==> config.mk <==
export PLATFORM = sky130hd
export DESIGN_NAME = tune_loader
export DESIGN_NICKNAME = d
export VERILOG_FILES = /design/src/rtl/tx_pkg.sv /design/src/rtl/frame_timer.sv /design/src/rtl/tune_loader.sv
export SDC_FILE = /design/constraint.sdc
export NUM_CORES = 1
export LEC_CHECK = 0
export ABC_AREA = 1
export BUFFER_PORTS_ARGS = -buffer_cell sky130_fd_sc_hd__buf_2
export CELL_PAD_IN_SITES_DETAIL_PLACEMENT = 2
export CELL_PAD_IN_SITES_GLOBAL_PLACEMENT = 2
export CORE_MARGIN = 3
export CORE_UTILIZATION = 33
export CTS_CLUSTER_DIAMETER = 150
export DETAILED_ROUTE_END_ITERATION = 10
export GPL_ROUTABILITY_DRIVEN = 1
export GPL_TIMING_DRIVEN = 0
export PLACE_DENSITY = 0.85
export RECOVER_POWER = 100
export SLEW_MARGIN = 20
export SYNTH_ARGS = -nofsm -noshare
export SYNTH_HDL_FRONTEND = slang
export SYNTH_SLANG_ARGS = --single-unit
==> constraint.sdc <==
create_clock -name clk -period 2.7 [get_ports clk]
set_clock_uncertainty 0.15 [all_clocks]
set_input_delay 0.27 -clock clk [delete_from_list [all_inputs] [get_ports clk]]
set_output_delay 0.27 -clock clk [all_outputs]
set_load 0.02 [all_outputs]
==> src/rtl/tx_pkg.sv <==
// Shared definitions for the transmitter control path: command codes, frame
// parser states and the frame checksum helper.
package tx_pkg;

    localparam logic [7:0] CMD_SET_FREQ      = 8'h01;
    localparam logic [7:0] CMD_SET_EN        = 8'h02;
    localparam logic [7:0] DEFAULT_SYNC_BYTE = 8'hA5;

    typedef enum logic [2:0] {
        ST_HUNT     = 3'd0,
        ST_CMD      = 3'd1,
        ST_PAY0     = 3'd2,
        ST_PAY1     = 3'd3,
        ST_CSUM     = 3'd4,
        ST_COMMIT_F = 3'd5,
        ST_COMMIT_R = 3'd6
    } state_t;

    // Checksum covers the command and every payload byte, never the sync byte.
    function automatic logic [7:0] frame_csum(input logic [7:0] cmd,
                                              input logic [7:0] p0,
                                              input logic [7:0] p1);
        logic [7:0] sum;
        sum = cmd ^ p0;
        if (cmd == CMD_SET_FREQ) begin
            sum = sum ^ p1;
        end else begin
            sum = sum ^ 8'h00;
        end
        return sum;
    endfunction

    function automatic logic in_frame(input state_t s);
        logic hit;
        case (s)
            ST_CMD, ST_PAY0, ST_PAY1, ST_CSUM: hit = 1'b1;
            default:                           hit = 1'b0;
        endcase
        return hit;
    endfunction

endpackage

==> src/rtl/frame_timer.sv <==
// Inter-byte watchdog: counts cycles while a frame is open and flags the last
// permitted cycle so the parser can abandon a stalled frame.
module frame_timer #(
    parameter int TIMEOUT = 50000
) (
    input  logic clk,
    input  logic rst_n,
    input  logic clear,
    input  logic run,
    output logic expire
);

    localparam int              CNT_W = $clog2(TIMEOUT);
    localparam logic [CNT_W-1:0] LAST = CNT_W'(TIMEOUT - 1);

    logic [CNT_W-1:0] count_r;

    // Cycle counter; holds at LAST so it can never wrap back into range.
    always_ff @(posedge clk or negedge rst_n) begin
        if (!rst_n) begin
            count_r <= {CNT_W{1'b0}};
        end else if (clear) begin
            count_r <= {CNT_W{1'b0}};
        end else if (run && (count_r != LAST)) begin
            count_r <= count_r + CNT_W'(1);
        end else begin
            count_r <= count_r;
        end
    end

    assign expire = run && (count_r == LAST);

endmodule

==> src/rtl/tune_loader.sv <==
// Host-link frame parser that loads the NCO increment registers and gates the
// accumulator enable so a half-updated increment is never accumulated.
module tune_loader
    import tx_pkg::*;
#(
    parameter logic [7:0] SYNC_BYTE = DEFAULT_SYNC_BYTE,
    parameter int         TIMEOUT   = 50000,
    parameter int         ERR_W     = 8
) (
    input  logic             clk,
    input  logic             rst_n,
    input  logic [7:0]       rx_data,
    input  logic             rx_valid,
    output logic             rx_ready,
    output logic [7:0]       data,
    output logic             wr_divf,
    output logic             wr_divr,
    output logic             acc_en,
    output logic             frame_ok,
    output logic [ERR_W-1:0] err_cnt
);

    state_t           state_r;
    logic [7:0]       cmd_r;
    logic [7:0]       p0_r;
    logic [7:0]       p1_r;
    logic             en_r;
    logic [7:0]       data_r;
    logic             wr_divf_r;
    logic             wr_divr_r;
    logic             frame_ok_r;
    logic             acc_en_r;
    logic             rx_ready_r;
    logic [ERR_W-1:0] err_cnt_r;

    logic             accept_s;
    logic             timer_clear_s;
    logic             timer_run_s;
    logic             expire_s;
    logic [7:0]       csum_exp_s;
    logic [ERR_W-1:0] err_next_s;

    assign accept_s      = rx_valid && rx_ready_r;
    assign timer_clear_s = accept_s || (state_r == ST_HUNT);
    assign timer_run_s   = in_frame(state_r);
    assign csum_exp_s    = frame_csum(cmd_r, p0_r, p1_r);

    frame_timer #(
        .TIMEOUT (TIMEOUT)
    ) u_frame_timer (
        .clk    (clk),
        .rst_n  (rst_n),
        .clear  (timer_clear_s),
        .run    (timer_run_s),
        .expire (expire_s)
    );

    // Saturating error increment.
    always_comb begin
        err_next_s = err_cnt_r;
        if (err_cnt_r == {ERR_W{1'b1}}) begin
            err_next_s = err_cnt_r;
        end else begin
            err_next_s = err_cnt_r + ERR_W'(1);
        end
    end

    // Frame parser FSM with registered accumulator-side outputs.
    always_ff @(posedge clk or negedge rst_n) begin
        if (!rst_n) begin
            state_r    <= ST_HUNT;
            cmd_r      <= 8'h00;
            p0_r       <= 8'h00;
            p1_r       <= 8'h00;
            en_r       <= 1'b0;
            data_r     <= 8'h00;
            wr_divf_r  <= 1'b0;
            wr_divr_r  <= 1'b0;
            frame_ok_r <= 1'b0;
            acc_en_r   <= 1'b0;
            rx_ready_r <= 1'b1;
            err_cnt_r  <= {ERR_W{1'b0}};
        end else begin
            wr_divf_r  <= 1'b0;
            wr_divr_r  <= 1'b0;
            frame_ok_r <= 1'b0;
            case (state_r)
                ST_HUNT: begin
                    if (accept_s && (rx_data == SYNC_BYTE)) begin
                        state_r <= ST_CMD;
                    end
                end
                ST_CMD: begin
                    if (accept_s) begin
                        if ((rx_data == CMD_SET_FREQ) || (rx_data == CMD_SET_EN)) begin
                            cmd_r   <= rx_data;
                            state_r <= ST_PAY0;
                        end else begin
                            state_r   <= ST_HUNT;
                            err_cnt_r <= err_next_s;
                        end
                    end else if (expire_s) begin
                        state_r   <= ST_HUNT;
                        err_cnt_r <= err_next_s;
                    end
                end
                ST_PAY0: begin
                    if (accept_s) begin
                        p0_r    <= rx_data;
                        state_r <= (cmd_r == CMD_SET_FREQ) ? ST_PAY1 : ST_CSUM;
                    end else if (expire_s) begin
                        state_r   <= ST_HUNT;
                        err_cnt_r <= err_next_s;
                    end
                end
                ST_PAY1: begin
                    if (accept_s) begin
                        p1_r    <= rx_data;
                        state_r <= ST_CSUM;
                    end else if (expire_s) begin
                        state_r   <= ST_HUNT;
                        err_cnt_r <= err_next_s;
                    end
                end
                ST_CSUM: begin
                    if (accept_s) begin
                        if (rx_data != csum_exp_s) begin
                            state_r   <= ST_HUNT;
                            err_cnt_r <= err_next_s;
                        end else if (cmd_r == CMD_SET_FREQ) begin
                            // Pause the accumulator for both increment writes.
                            state_r    <= ST_COMMIT_F;
                            data_r     <= p1_r;
                            wr_divf_r  <= 1'b1;
                            acc_en_r   <= 1'b0;
                            rx_ready_r <= 1'b0;
                        end else begin
                            state_r    <= ST_HUNT;
                            en_r       <= p0_r[0];
                            acc_en_r   <= p0_r[0];
                            frame_ok_r <= 1'b1;
                        end
                    end else if (expire_s) begin
                        state_r   <= ST_HUNT;
                        err_cnt_r <= err_next_s;
                    end
                end
                ST_COMMIT_F: begin
                    state_r    <= ST_COMMIT_R;
                    data_r     <= p0_r;
                    wr_divr_r  <= 1'b1;
                    frame_ok_r <= 1'b1;
                end
                ST_COMMIT_R: begin
                    state_r    <= ST_HUNT;
                    acc_en_r   <= en_r;
                    rx_ready_r <= 1'b1;
                end
                default: begin
                    state_r    <= ST_HUNT;
                    acc_en_r   <= en_r;
                    rx_ready_r <= 1'b1;
                end
            endcase
        end
    end

    assign rx_ready = rx_ready_r;
    assign data     = data_r;
    assign wr_divf  = wr_divf_r;
    assign wr_divr  = wr_divr_r;
    assign acc_en   = acc_en_r;
    assign frame_ok = frame_ok_r;
    assign err_cnt  = err_cnt_r;

endmodule

==> summary.txt <==
Outcome: finished with violations
Failing checks: max-capacitance violations, max-slew violations
TritonCTS Sinks: 65
Syn-to-layout area delta: 15.65%
Maximum number of pins on one net before global-route repair: 36
DRC Markers: 0
Top Family by Delay on Critical Path: simple AND/OR/NAND/NOR gates
DRT Wirelength: 14.30 mm
Synth Area in Adders: 0.6223%
Post-synth ARST share: 100.0%
CTS tree: built
Synth area leaders: dfrtp_1 (40%), nand2_1 (24%), inv_1 (6.0%)
# IOs: 32
Seq/Total Area, Yosys: 40.48%
First-pass GRT wire length: 24.13 mm
Post-Synth XOR/XNOR Area: 0.8712%
Flop2flop setup slack: 0.22 ns
Largest stage delay, worst path: 0.41 ns
Endpoints failing hold: 0
Gate Count Post-Synth: 604
Worst Hold Depth: 3
H-tree levels: 3
Congestion Overflow GR: 0
Share of cells above drive strength 1: 8.436%
Post-synth cell types: 35
Tcrit/Tclk final: 91.99%
Vias in the first global route: 4625
EDFF count, synth: 0
Yosys top cell by area: dfrtp_1
DRT antenna net count: 0
Worst-margin pin slew: 1.870 ns
HPWL Detailed: 10.34 mm
Synth Cell Area: 4021 um2
FF-to-FF Start: cmd_r[5]
Worst path cell trace: nor2_1, nand2_1, nor2_4, buf_6, nand4_1, nand2_1, nand2_1, nor2_4, nand2_1, nand2_4, nand2_4, buf_4, nand2_1, o21ai_2
Worst-path clk slew: 0.06 ns
Total core area: 11660 um2
Post-DR vias/cell: 5.176
Die ar.: 13550 um2
Min cycle time layout: 2.484 ns
Post-Synth Simple-Gate Area: 40.23%
Syn_area_per_cell: 6.658 um2
Max-slew violations: 31
Final total power: 0.003192 W
Routed via count: 4115
Worst hold slack: 0.05358 ns
Largest family of logic cells by synthesized area: simple AND/OR/NAND/NOR gates
Clock buffer depth: 2
Top cell type's share of synthesized area: 39.83%
Port bufs: 31
Inserted Diodes: 0
Top_reg_cell synth: dfrtp_1
Crit path kind: flop to flop
Multiplexer area fraction after synthesis: 0.2489%
DRT iter0 DRCs: 134
Synthesis Warnings: 0
Critical Path Start Type: flop
CP max FO: 10
Synth Register Bits: 65
TritonCTS Buffers: 9
Buffers and inverters on the worst path: 2
Class of the worst hold path: primary input to flop
Syn Nets: 617
Slew HR: -24.64%
Routed len/inst: 17.99 um
Clock latency on the worst-skew pair: 0.34 ns
Worst VDD drop: 328.9 uV
HP Start: rx_data[0]
Routability Congestion: 0.7807
Min-Delay Endpoint: cmd_r[0]
Commonest cells after routing, fill and taps aside: nand2_1 (260), inv_1 (65), dfrtp_1 (64), nor2_1 (40), o21ai_0 (40)
R2r worst-path depth: 14
Setup Viol. Count Final: 0
Reg-to-Reg End: data[6]
Total iterations of the first detailed-routing run: 4
Critical path's slowest cell: dfrtp_1
PwrDens: 686.3 nW/um2
All-layer global routing usage: 22.99%
Max frequency: 0.4026 GHz
Top cell by count, worst path: nand2_1
Initial Util: 34.48%
Initial antenna violation count: 0
Num rows: 39
Most common cell after layout, fill and taps aside: nand2_1
Synth Area in Compound Gates: 9.490%
Die Width: 116.4 um
Die Span Y: 116.4 um
CP endpoint kind: flop
RSZ-0062 raised after global routing: false
Postcts setup bufs: 0
# nets final: 661
Clock root buffer: clkbuf_16
Worst EP arrival: 2.56 ns
Leakage power: 2.258 nW
Critical Path RT: 2.77 ns
Max-capacitance violation count: 1
## cell usage after synthesis (all sizes together) (2+ instances only)
| master | instances |
|---|---|
| a21oi | 13 |
| buf | 3 |
| clkbuf | 8 |
| dfrtp | 64 |
| ha | 2 |
| inv | 70 |
| nand2 | 265 |
| nand3 | 38 |
| nand4 | 13 |
| nor2 | 47 |
| nor3 | 15 |
| o21ai | 48 |
| o31ai | 2 |
| or2 | 3 |
| xor2 | 3 |
## layer usage
metal / vias up / GRT usage [%] / part of all wire (%)
li1: 1989 / - / -
met2: 44 / 42.64 / 53
met4: 0 / 7.579 / 1.6
met3: 20 / 3.316 / 2.1
met5: - / 0 / 0
met1: 2062 / 27.07 / 43
## tightest hold or removal path, delay by kind of cell
family	cells	cell delay, ns
buffers and inverters	1	0.11
AO/OA/AOI/OAI	1	0.07
AND/OR/NAND/NOR	1	0.05
## metrics by stage
stage / setup WS, ns / TNS (ns) / instances / utilization [%] / instance area (um2)
2_1_floorplan: 0.7456 / 0 / 604 / - / 4021
3_3_place_gp: -0.007652 / -0.01105 / 778 / 37.35 / 4355
3_5_place_dp: 0.01493 / 0 / 779 / 37.54 / 4378
4_1_cts: 0.1355 / 0 / 795 / 40.31 / 4701
5_1_grt: 0.001759 / 0 / 795 / 39.88 / 4651
6_report: 0.2163 / 0 / 795 / 39.88 / 4651
## cell type report
type / instances / area [um2]
Tap cell: 143 / 178.9
Clock buffer: 12 / 246.5
Fill cell: 1452 / 7012
Clock inverter: 3 / 65.06
Sequential cell: 65 / 1628
Buffer: 11 / 55.05
Inverter: 71 / 266.5
Multi-Input combinational cell: 457 / 2052
Timing Repair Buffer: 33 / 158.9
## power by group
| group | switching (W) | internal [W] | leakage [nW] | total [W] |
|---|---|---|---|---|
| Combinational | 0.000579 | 0.000208 | 1.25 | 0.000786 |
| Clock | 0.000438 | 0.000828 | 0.153 | 0.00127 |
| Sequential | 0.0000869 | 0.00105 | 0.858 | 0.00114 |
## timing repair
item / CTS / global route
hold endpoints to repair: 29 / 0
gates resized for setup: 1 / 2
pin swaps: 0 / 1
endpoints found under the setup margin: 8 / 9
hold buffers: 1 / 0
## worst max-delay path by stage
| stage | startpoint | endpoint | cells after the start |
|---|---|---|---|
| 6_report | cmd_r[5] | data[6] | 14 |
| 5_1_grt | rx_ready | cmd_r[0] | 6 |
| 4_1_cts | state_r[1] | data[0] | 6 |
| 3_5_place_dp | rx_ready | p0_r[7] | 7 |
| 3_3_place_gp | rx_ready | p0_r[7] | 7 |
| 2_1_floorplan | err_cnt[0] | err_cnt[0] | 13 |
## flip-flops by register name (all words and copies together), names as in the netlist
| name | flops |
|---|---|
| u_frame_timer.count_r | 16 |
| cmd_r | 8 |
| data | 8 |
| err_cnt | 8 |
| p0_r | 8 |
| p1_r | 8 |
| state_r | 3 |
| acc_en | 1 |
| en_r | 1 |
| frame_ok | 1 |
| rx_ready | 1 |
| wr_divf | 1 |
| wr_divr | 1 |
## cells by family after synthesis
| group | Yosys count |
|---|---|
| and+or+nand+nor | 383 |
| DFF | 65 |
| adders and majority gates | 2 |
| xor gates and xnor gates | 4 |
| AOI/OAI and AO/OA | 67 |
| muxes | 1 |
| buffers and inverters | 82 |
Power figures use the tool's default switching activity.
